### config.mk
export PLATFORM = sky130hd
export DESIGN_NAME = timer_multi
export DESIGN_NICKNAME = d
export VERILOG_FILES = /design/src/rtl/timer_multi_pkg.sv /design/src/rtl/timer_channel.sv /design/src/rtl/timer_multi.sv
export SDC_FILE = /design/constraint.sdc
export NUM_CORES = 2
export LEC_CHECK = 0
export ABC_AREA = 1
export BUFFER_PORTS_ARGS = -buffer_cell sky130_fd_sc_hd__clkbuf_2
export CAP_MARGIN = 40
export CORE_UTILIZATION = 45
export DETAILED_ROUTE_END_ITERATION = 10
export PLACE_DENSITY_LB_ADDON = 0.2
export SKIP_CTS_REPAIR_TIMING = 1
export SLEW_MARGIN = 25
export SYNTH_ARGS = -nofsm -noshare
export SYNTH_HDL_FRONTEND = slang
export SYNTH_SLANG_ARGS = --single-unit
### constraint.sdc
create_clock -name clk -period 6.7 [get_ports clk]
set_clock_uncertainty 0.15 [all_clocks]
set_input_delay 1.005 -clock clk [delete_from_list [all_inputs] [get_ports clk]]
set_output_delay 1.005 -clock clk [all_outputs]
set_load 0.02 [all_outputs]
### src/rtl/timer_multi_pkg.sv
// Shared definitions for the multi-channel timer: bus handshake levels,
// register offsets, CTRL field positions and count-mode encodings.
package timer_multi_pkg;

  localparam logic ENABLE  = 1'b1;
  localparam logic DISABLE = 1'b0;
  localparam logic READ    = 1'b1;
  localparam logic WRITE   = 1'b0;

  localparam logic [1:0] REG_CTRL   = 2'd0;
  localparam logic [1:0] REG_EXPR   = 2'd1;
  localparam logic [1:0] REG_COUNT  = 2'd2;
  localparam logic [1:0] REG_STATUS = 2'd3;

  localparam int unsigned CTRL_START_BIT  = 0;
  localparam int unsigned CTRL_MODE_LSB   = 1;
  localparam int unsigned CTRL_IE_BIT     = 3;
  localparam int unsigned CTRL_PSC_LSB    = 8;
  localparam int unsigned STATUS_FLAG_BIT = 0;

  typedef enum logic [1:0] {
    TM_ONESHOT_UP   = 2'b00,
    TM_CIRCLE_UP    = 2'b01,
    TM_CIRCLE_DOWN  = 2'b10,
    TM_ONESHOT_DOWN = 2'b11
  } tm_mode_e;

  typedef enum logic {
    CH_IDLE = 1'b0,
    CH_RUN  = 1'b1
  } ch_state_e;

  function automatic logic mode_is_up(input tm_mode_e m);
    return (m == TM_ONESHOT_UP) || (m == TM_CIRCLE_UP);
  endfunction

  function automatic logic mode_is_circ(input tm_mode_e m);
    return (m == TM_CIRCLE_UP) || (m == TM_CIRCLE_DOWN);
  endfunction

endpackage

### src/rtl/timer_channel.sv
// One timer channel: CTRL/EXPR/COUNT/flag registers, prescaler and the
// idle/run count FSM. Register writes arrive as per-register strobes.
module timer_channel
  import timer_multi_pkg::*;
#(
  parameter int unsigned CNT_W  = 32,
  parameter int unsigned PSC_W  = 8,
  parameter int unsigned DATA_W = 32
) (
  input  logic              clk_i,
  input  logic              rst_ni,
  input  logic              ctrl_we_i,
  input  logic              expr_we_i,
  input  logic              count_we_i,
  input  logic              status_we_i,
  input  logic [DATA_W-1:0] wr_data_i,
  output logic [DATA_W-1:0] ctrl_o,
  output logic [DATA_W-1:0] expr_o,
  output logic [DATA_W-1:0] count_o,
  output logic [DATA_W-1:0] status_o,
  output logic              irq_o
);

  ch_state_e        state_q, state_d;
  tm_mode_e         mode_q, mode_d;
  logic             ie_q, ie_d;
  logic [PSC_W-1:0] psc_q, psc_d;
  logic [PSC_W-1:0] psc_cnt_q, psc_cnt_d;
  logic [CNT_W-1:0] expr_q, expr_d;
  logic [CNT_W-1:0] count_q, count_d;
  logic             flag_q, flag_d;

  logic     running;
  logic     tick;
  logic     wr_start;
  tm_mode_e wr_mode;
  logic     stop_wr;
  logic     do_tick;
  logic     at_limit;

  assign running  = (state_q == CH_RUN);
  assign wr_start = wr_data_i[CTRL_START_BIT];
  assign wr_mode  = tm_mode_e'(wr_data_i[CTRL_MODE_LSB +: 2]);
  assign stop_wr  = ctrl_we_i && !wr_start;
  // >= rather than == so a psc lowered mid-count cannot strand psc_cnt above it
  assign tick     = running && (psc_cnt_q >= psc_q);
  assign do_tick  = tick && !stop_wr && !count_we_i;
  assign at_limit = mode_is_up(mode_q) ? (count_q == expr_q) : (count_q == '0);

  always_comb begin
    state_d   = state_q;
    mode_d    = mode_q;
    ie_d      = ie_q;
    psc_d     = psc_q;
    psc_cnt_d = psc_cnt_q;
    expr_d    = expr_q;
    count_d   = count_q;
    flag_d    = flag_q;

    if (ctrl_we_i) begin
      mode_d  = wr_mode;
      ie_d    = wr_data_i[CTRL_IE_BIT];
      psc_d   = wr_data_i[CTRL_PSC_LSB +: PSC_W];
      state_d = wr_start ? CH_RUN : CH_IDLE;
      if (wr_start && !running)
        count_d = mode_is_up(wr_mode) ? '0 : expr_q;
    end

    if (expr_we_i)
      expr_d = wr_data_i[CNT_W-1:0];

    if (count_we_i) begin
      count_d = wr_data_i[CNT_W-1:0];
    end else if (do_tick) begin
      if (at_limit) begin
        if (mode_is_circ(mode_q))
          count_d = mode_is_up(mode_q) ? '0 : expr_q;
        else
          state_d = CH_IDLE;
      end else begin
        count_d = mode_is_up(mode_q) ? count_q + CNT_W'(1) : count_q - CNT_W'(1);
      end
    end

    if (!running || stop_wr || tick)
      psc_cnt_d = '0;
    else
      psc_cnt_d = psc_cnt_q + PSC_W'(1);

    // expiry is applied after the clear so a coincident set wins
    if (status_we_i && wr_data_i[STATUS_FLAG_BIT])
      flag_d = 1'b0;
    if (do_tick && at_limit)
      flag_d = 1'b1;
  end

  always_ff @(posedge clk_i or negedge rst_ni) begin
    if (!rst_ni) begin
      state_q   <= CH_IDLE;
      mode_q    <= TM_ONESHOT_UP;
      ie_q      <= 1'b0;
      psc_q     <= '0;
      psc_cnt_q <= '0;
      expr_q    <= '0;
      count_q   <= '0;
      flag_q    <= 1'b0;
    end else begin
      state_q   <= state_d;
      mode_q    <= mode_d;
      ie_q      <= ie_d;
      psc_q     <= psc_d;
      psc_cnt_q <= psc_cnt_d;
      expr_q    <= expr_d;
      count_q   <= count_d;
      flag_q    <= flag_d;
    end
  end

  assign ctrl_o   = DATA_W'({psc_q, 4'b0000, ie_q, mode_q, running});
  assign expr_o   = DATA_W'(expr_q);
  assign count_o  = DATA_W'(count_q);
  assign status_o = DATA_W'(flag_q);
  assign irq_o    = flag_q && ie_q;

endmodule

### src/rtl/timer_multi.sv
// Multi-channel bus timer: address decode, registered read path with a
// one-cycle rdy pulse per access, and OR-reduced channel interrupts.
module timer_multi
  import timer_multi_pkg::*;
#(
  parameter int unsigned NUM_CH = 4,
  parameter int unsigned CNT_W  = 32,
  parameter int unsigned DATA_W = 32,
  parameter int unsigned PSC_W  = 8,
  parameter int unsigned ADDR_W = 5
) (
  input  logic              clk,
  input  logic              rest,
  input  logic              tm_cs,
  input  logic              tm_as,
  input  logic              tm_rw,
  input  logic [ADDR_W-1:0] tm_addr,
  input  logic [DATA_W-1:0] tm_wr_data,
  output logic              tm_rdy,
  output logic [DATA_W-1:0] tm_rd_data,
  output logic              tm_irq
);

  localparam int unsigned CH_W = ADDR_W - 2;

  logic              access;
  logic              wr_acc;
  logic              rd_acc;
  logic [CH_W-1:0]   ch_idx;
  logic [1:0]        reg_off;
  logic [NUM_CH-1:0] ch_irq;
  logic [DATA_W-1:0] ch_rd [NUM_CH];
  logic [DATA_W-1:0] rd_mux;

  logic              rdy_q, rdy_d;
  logic [DATA_W-1:0] rd_data_q, rd_data_d;

  assign access  = (tm_cs == ENABLE) && (tm_as == ENABLE);
  assign wr_acc  = access && (tm_rw == WRITE);
  assign rd_acc  = access && (tm_rw == READ);
  assign ch_idx  = tm_addr[ADDR_W-1:2];
  assign reg_off = tm_addr[1:0];

  for (genvar i = 0; i < NUM_CH; i++) begin : g_ch
    logic              sel;
    logic [DATA_W-1:0] ctrl_w, expr_w, count_w, status_w;

    assign sel = wr_acc && (ch_idx == CH_W'(i));

    timer_channel #(
      .CNT_W (CNT_W),
      .PSC_W (PSC_W),
      .DATA_W(DATA_W)
    ) u_ch (
      .clk_i      (clk),
      .rst_ni     (rest),
      .ctrl_we_i  (sel && (reg_off == REG_CTRL)),
      .expr_we_i  (sel && (reg_off == REG_EXPR)),
      .count_we_i (sel && (reg_off == REG_COUNT)),
      .status_we_i(sel && (reg_off == REG_STATUS)),
      .wr_data_i  (tm_wr_data),
      .ctrl_o     (ctrl_w),
      .expr_o     (expr_w),
      .count_o    (count_w),
      .status_o   (status_w),
      .irq_o      (ch_irq[i])
    );

    assign ch_rd[i] = (reg_off == REG_CTRL)  ? ctrl_w  :
                      (reg_off == REG_EXPR)  ? expr_w  :
                      (reg_off == REG_COUNT) ? count_w : status_w;
  end

  // indices at or above NUM_CH match no channel and read back as zero
  always_comb begin
    rd_mux = '0;
    for (int unsigned i = 0; i < NUM_CH; i++) begin
      if (ch_idx == CH_W'(i))
        rd_mux = ch_rd[i];
    end
  end

  always_comb begin
    rdy_d     = access;
    rd_data_d = rd_acc ? rd_mux : '0;
  end

  always_ff @(posedge clk or negedge rest) begin
    if (!rest) begin
      rdy_q     <= 1'b0;
      rd_data_q <= '0;
    end else begin
      rdy_q     <= rdy_d;
      rd_data_q <= rd_data_d;
    end
  end

  assign tm_rdy     = rdy_q;
  assign tm_rd_data = rd_data_q;
  assign tm_irq     = |ch_irq;

endmodule

==> impl_metrics.py <==
metrics = {
    "run_status": {
        "outcome": "complete, no violations",
    },
    "cts": {
        "clock_latency_ps": 610,
        "cts_root_buffer": "clkbuf_16",
        "clock_path_buffers": 3,
        "numCtsBuffers": 46,
        "cts_tree": "done",
        "htreeDepth": 2,
        "cts.sinks": 373,
        "path_clk_slew_ps": 60,
    },
    "route": {
        "drt_iter0_markers": 5628,
        "postRouteAntennaNets": 0,
        "wl_microns": 152000,
        "drc": 0,
        "first_pass_iters": 6,
        "post_drt_wl_per_cell_microns": 24.3,
        "vias": 37853,
        "avgViaCountPerCell": 6.04,
    },
    "power": {
        "intPower_uw": 5600,
        "vdd_drop_max_mv": 0.205,
        "p_comb_frac": 0.452,
        "p_sw_frac": 0.476,
        "clock_power_share": 0.254,
        "p_switching_uw": 5090,
        "sequentialPowerShare": 0.294,
        "p_per_area_nw_per_um2": 303,
        "p_leak_uw": 0.0170,
    },
    "yosys": {
        "yosysMostFrequentCell": "nand2_1",
        "synth_cells": 5354,
        "avgSynthCellArea_sq_um": 6.10,
        "synth-main-ff-cell": "dfrtp_1",
        "async_flop_share": 1.00,
        "ys_ff_latch": 373,
        "synth_area_sq_um": 32700,
        "synth.area.top_cells": "dfrtp_1, nand2_1, o21ai_0, inv_1, nand3_1",
        "synth_top_area_share": 0.286,
        "synth_nets": 5444,
        "synth-edff-count": 0,
        "synthDistinctLibCells": 61,
        "yosysTopAreaCell": "dfrtp_1",
        "ys.warnings.count": 0,
        "yosysSeqAreaShare": 0.286,
        "synth_commonest_cells": "nand2_1, inv_1, o21ai_0, nor2_1, nand3_1",
    },
    "timing": {
        "relSlewSlack": 0.347,
        "hold_viol": 0,
        "setup_tns_ps": 0,
        "drv_slew": 0,
        "finalSetupViolCount": 0,
        "fin_crit_ps": 4420,
        "worst_pin_slew_ps": 979,
        "timing.fmax_ghz": 0.226,
        "timing.final.crit_share": 0.660,
        "grt_setup_unrepaired": "no",
    },
    "floorplan": {
        "fp.dieW_microns": 271,
        "core.rowCount": 98,
        "core_area_sq_um": 71600,
        "initial_utilization": 0.456,
        "chipHeight_microns": 271,
        "io_pins": 76,
        "dieArea_sq_um": 73600,
    },
    "grt": {
        "grt_pass1_wl_microns": 224000,
        "grt_overflow": 0,
        "grt_max_degree": 135,
        "grt_pass1_vias": 34219,
        "antenna_found_initial": 12,
        "grtUsageTotal": 0.403,
    },
    "placed_design": {
        "io_buffer_count": 75,
        "place_hpwl_microns": 110000,
        "gp_congestion": 1.03,
        "placed_area_sq_um": 33600,
        "placed_cells": 6165,
    },
    "worst_hold_path": {
        "hp-class": "primary input to asynchronous set/reset pin",
    },
    "cells_and_area": {
        "nets": 5358,
        "drive_gt1_frac": 0.0581,
        "stdcell_count": 6265,
        "final_cell_area_sq_um": 35300,
        "fillers": 7636,
        "layout-area-overhead-vs-synth_pct": 8.10,
    },
    "job": {
        "maxCapViolCount": 0,
    },
    "worst_setup_path": {
        "critPathKind": "flip-flop to flip-flop",
        "crit_path_max_incr_delay_ps": 890,
        "critPathLaunchType": "flip-flop",
        "critPathSlowestCell": "clkinv_1",
        "cpMostUsedCell": "a21oi_1",
        "r2r_cells": 10,
        "required_ps": 7080,
        "arrival_ps": 4800,
        "worstPathMaxFanout": 18,
        "cp_cell_sequence": "inv_1 > ha_1 > inv_1 > nor2_2 > clkinv_1 > nor2_1 > a21oi_1 > a21oi_1 > nand2_1 > a21oi_1",
        "endpoint_kind": "flip-flop",
    },
}
## final timing paths
path                                            from                         to  slack (ps)
hold reg to reg            g_ch[0].u_ch.psc_cnt_q[0]  g_ch[0].u_ch.psc_cnt_q[0]         340
setup reg to reg              g_ch[0].u_ch.mode_q[1]   g_ch[0].u_ch.count_o[30]        2280
setup / recovery              g_ch[0].u_ch.mode_q[1]   g_ch[0].u_ch.count_o[30]        2280
hold / removal                                  rest     g_ch[3].u_ch.expr_o[6]         120
max in group asynchronous                       rest          g_ch[0].u_ch.ie_q        4670
min in group clk           g_ch[0].u_ch.psc_cnt_q[0]  g_ch[0].u_ch.psc_cnt_q[0]         340
## critical path: cells and delay by family (launching register included)
kind / cells / cell delay [ps]
AOI/OAI and AO/OA: 3 / 360
adders and majority gates: 1 / 750
buffers and inverters: 3 / 1510
DFF: 1 / 380
and+or+nand+nor: 3 / 1170
## metrics by stage
stage / power, uW / utilization / hold WS, ps / setup slack, ps
3_3_place_gp: 7800 / 0.466 / 317 / 1980
3_5_place_dp: 7810 / 0.469 / 325 / 1950
6_report: 10700 / 0.493 / 119 / 2280
4_1_cts: 10500 / 0.491 / 340 / 2420
2_1_floorplan: 6200 / - / 303 / 3880
5_1_grt: 11300 / 0.492 / 147 / 2090
## state kept, by name (all words and copies together) (netlist names)
signal and count:
g_ch.u_ch.expr_o 128, g_ch.u_ch.psc_cnt_q 32, tm_rd_data 32, g_ch.u_ch.mode_q 8, g_ch.u_ch.ie_q 4, g_ch.u_ch.flag_q 4, g_ch.u_ch.running 4, tm_rdy 1
g_ch.u_ch.psc_q 32, g_ch.u_ch.count_o 128
## layout make-up
class / instances / area (sq um) / share of cell area
diodes: 13 / 32.5 / 0.000922
clock buffers: 62 / 1330 / 0.0377
clock inverters: 20 / 245 / 0.00695
inverters: 629 / 2360 / 0.0669
multi-input cells: 4089 / 19800 / 0.561
well taps: 950 / 1190 / 0.0337
flip-flops and latches: 373 / 9330 / 0.264
repair buffers: 129 / 993 / 0.0281
## routing by layer
layer,up-vias,routed length (microns),global-route usage
met5,-,66,0
met4,12,8730,0.208
met3,452,18900,0.103
met2,2492,64200,0.593
met1,17505,60400,0.543
li1,17392,-,-
## power by group through the flow
| stage | logic, uW | clock network (uW) | registers, uW |
|---|---|---|---|
| floorplan | 3260 | 0 | 2940 |
| global placement | 4640 | 0 | 3160 |
| detailed placement | 4660 | 0 | 3150 |
| CTS | 4680 | 2720 | 3120 |
| global route | 5290 | 2790 | 3170 |
| finish | 4830 | 2710 | 3150 |
## layout by cell type (no fill, tap or decap), types with 34 or more instances in the layout
| cell | count |
|---|---|
| nand2_1 | 1656 |
| inv_1 | 588 |
| o21ai_0 | 487 |
| nor2_1 | 424 |
| nand3_1 | 396 |
| dfrtp_1 | 373 |
| a21oi_1 | 330 |
| o22ai_1 | 108 |
| xor2_1 | 105 |
| o21ai_1 | 83 |
| nand4_1 | 78 |
| clkbuf_2 | 73 |
| nor3_1 | 66 |
| ha_1 | 48 |
| clkbuf_16 | 47 |
| xnor2_1 | 43 |
| buf_4 | 40 |
| inv_2 | 34 |
## cell families (layout without fill, tap and decap cells)
kind of cell	count (synthesis)	in the layout	share of synthesized area
fa+ha+maj	48	48	0.0184
other cells	0	13	0
xor+xnor	153	153	0.0422
simple gates	2733	2733	0.349
compound gates	1155	1155	0.195
buf+inv	892	840	0.110
flops	373	373	0.286
No activity file was read; power rests on OpenSTA's default activity.
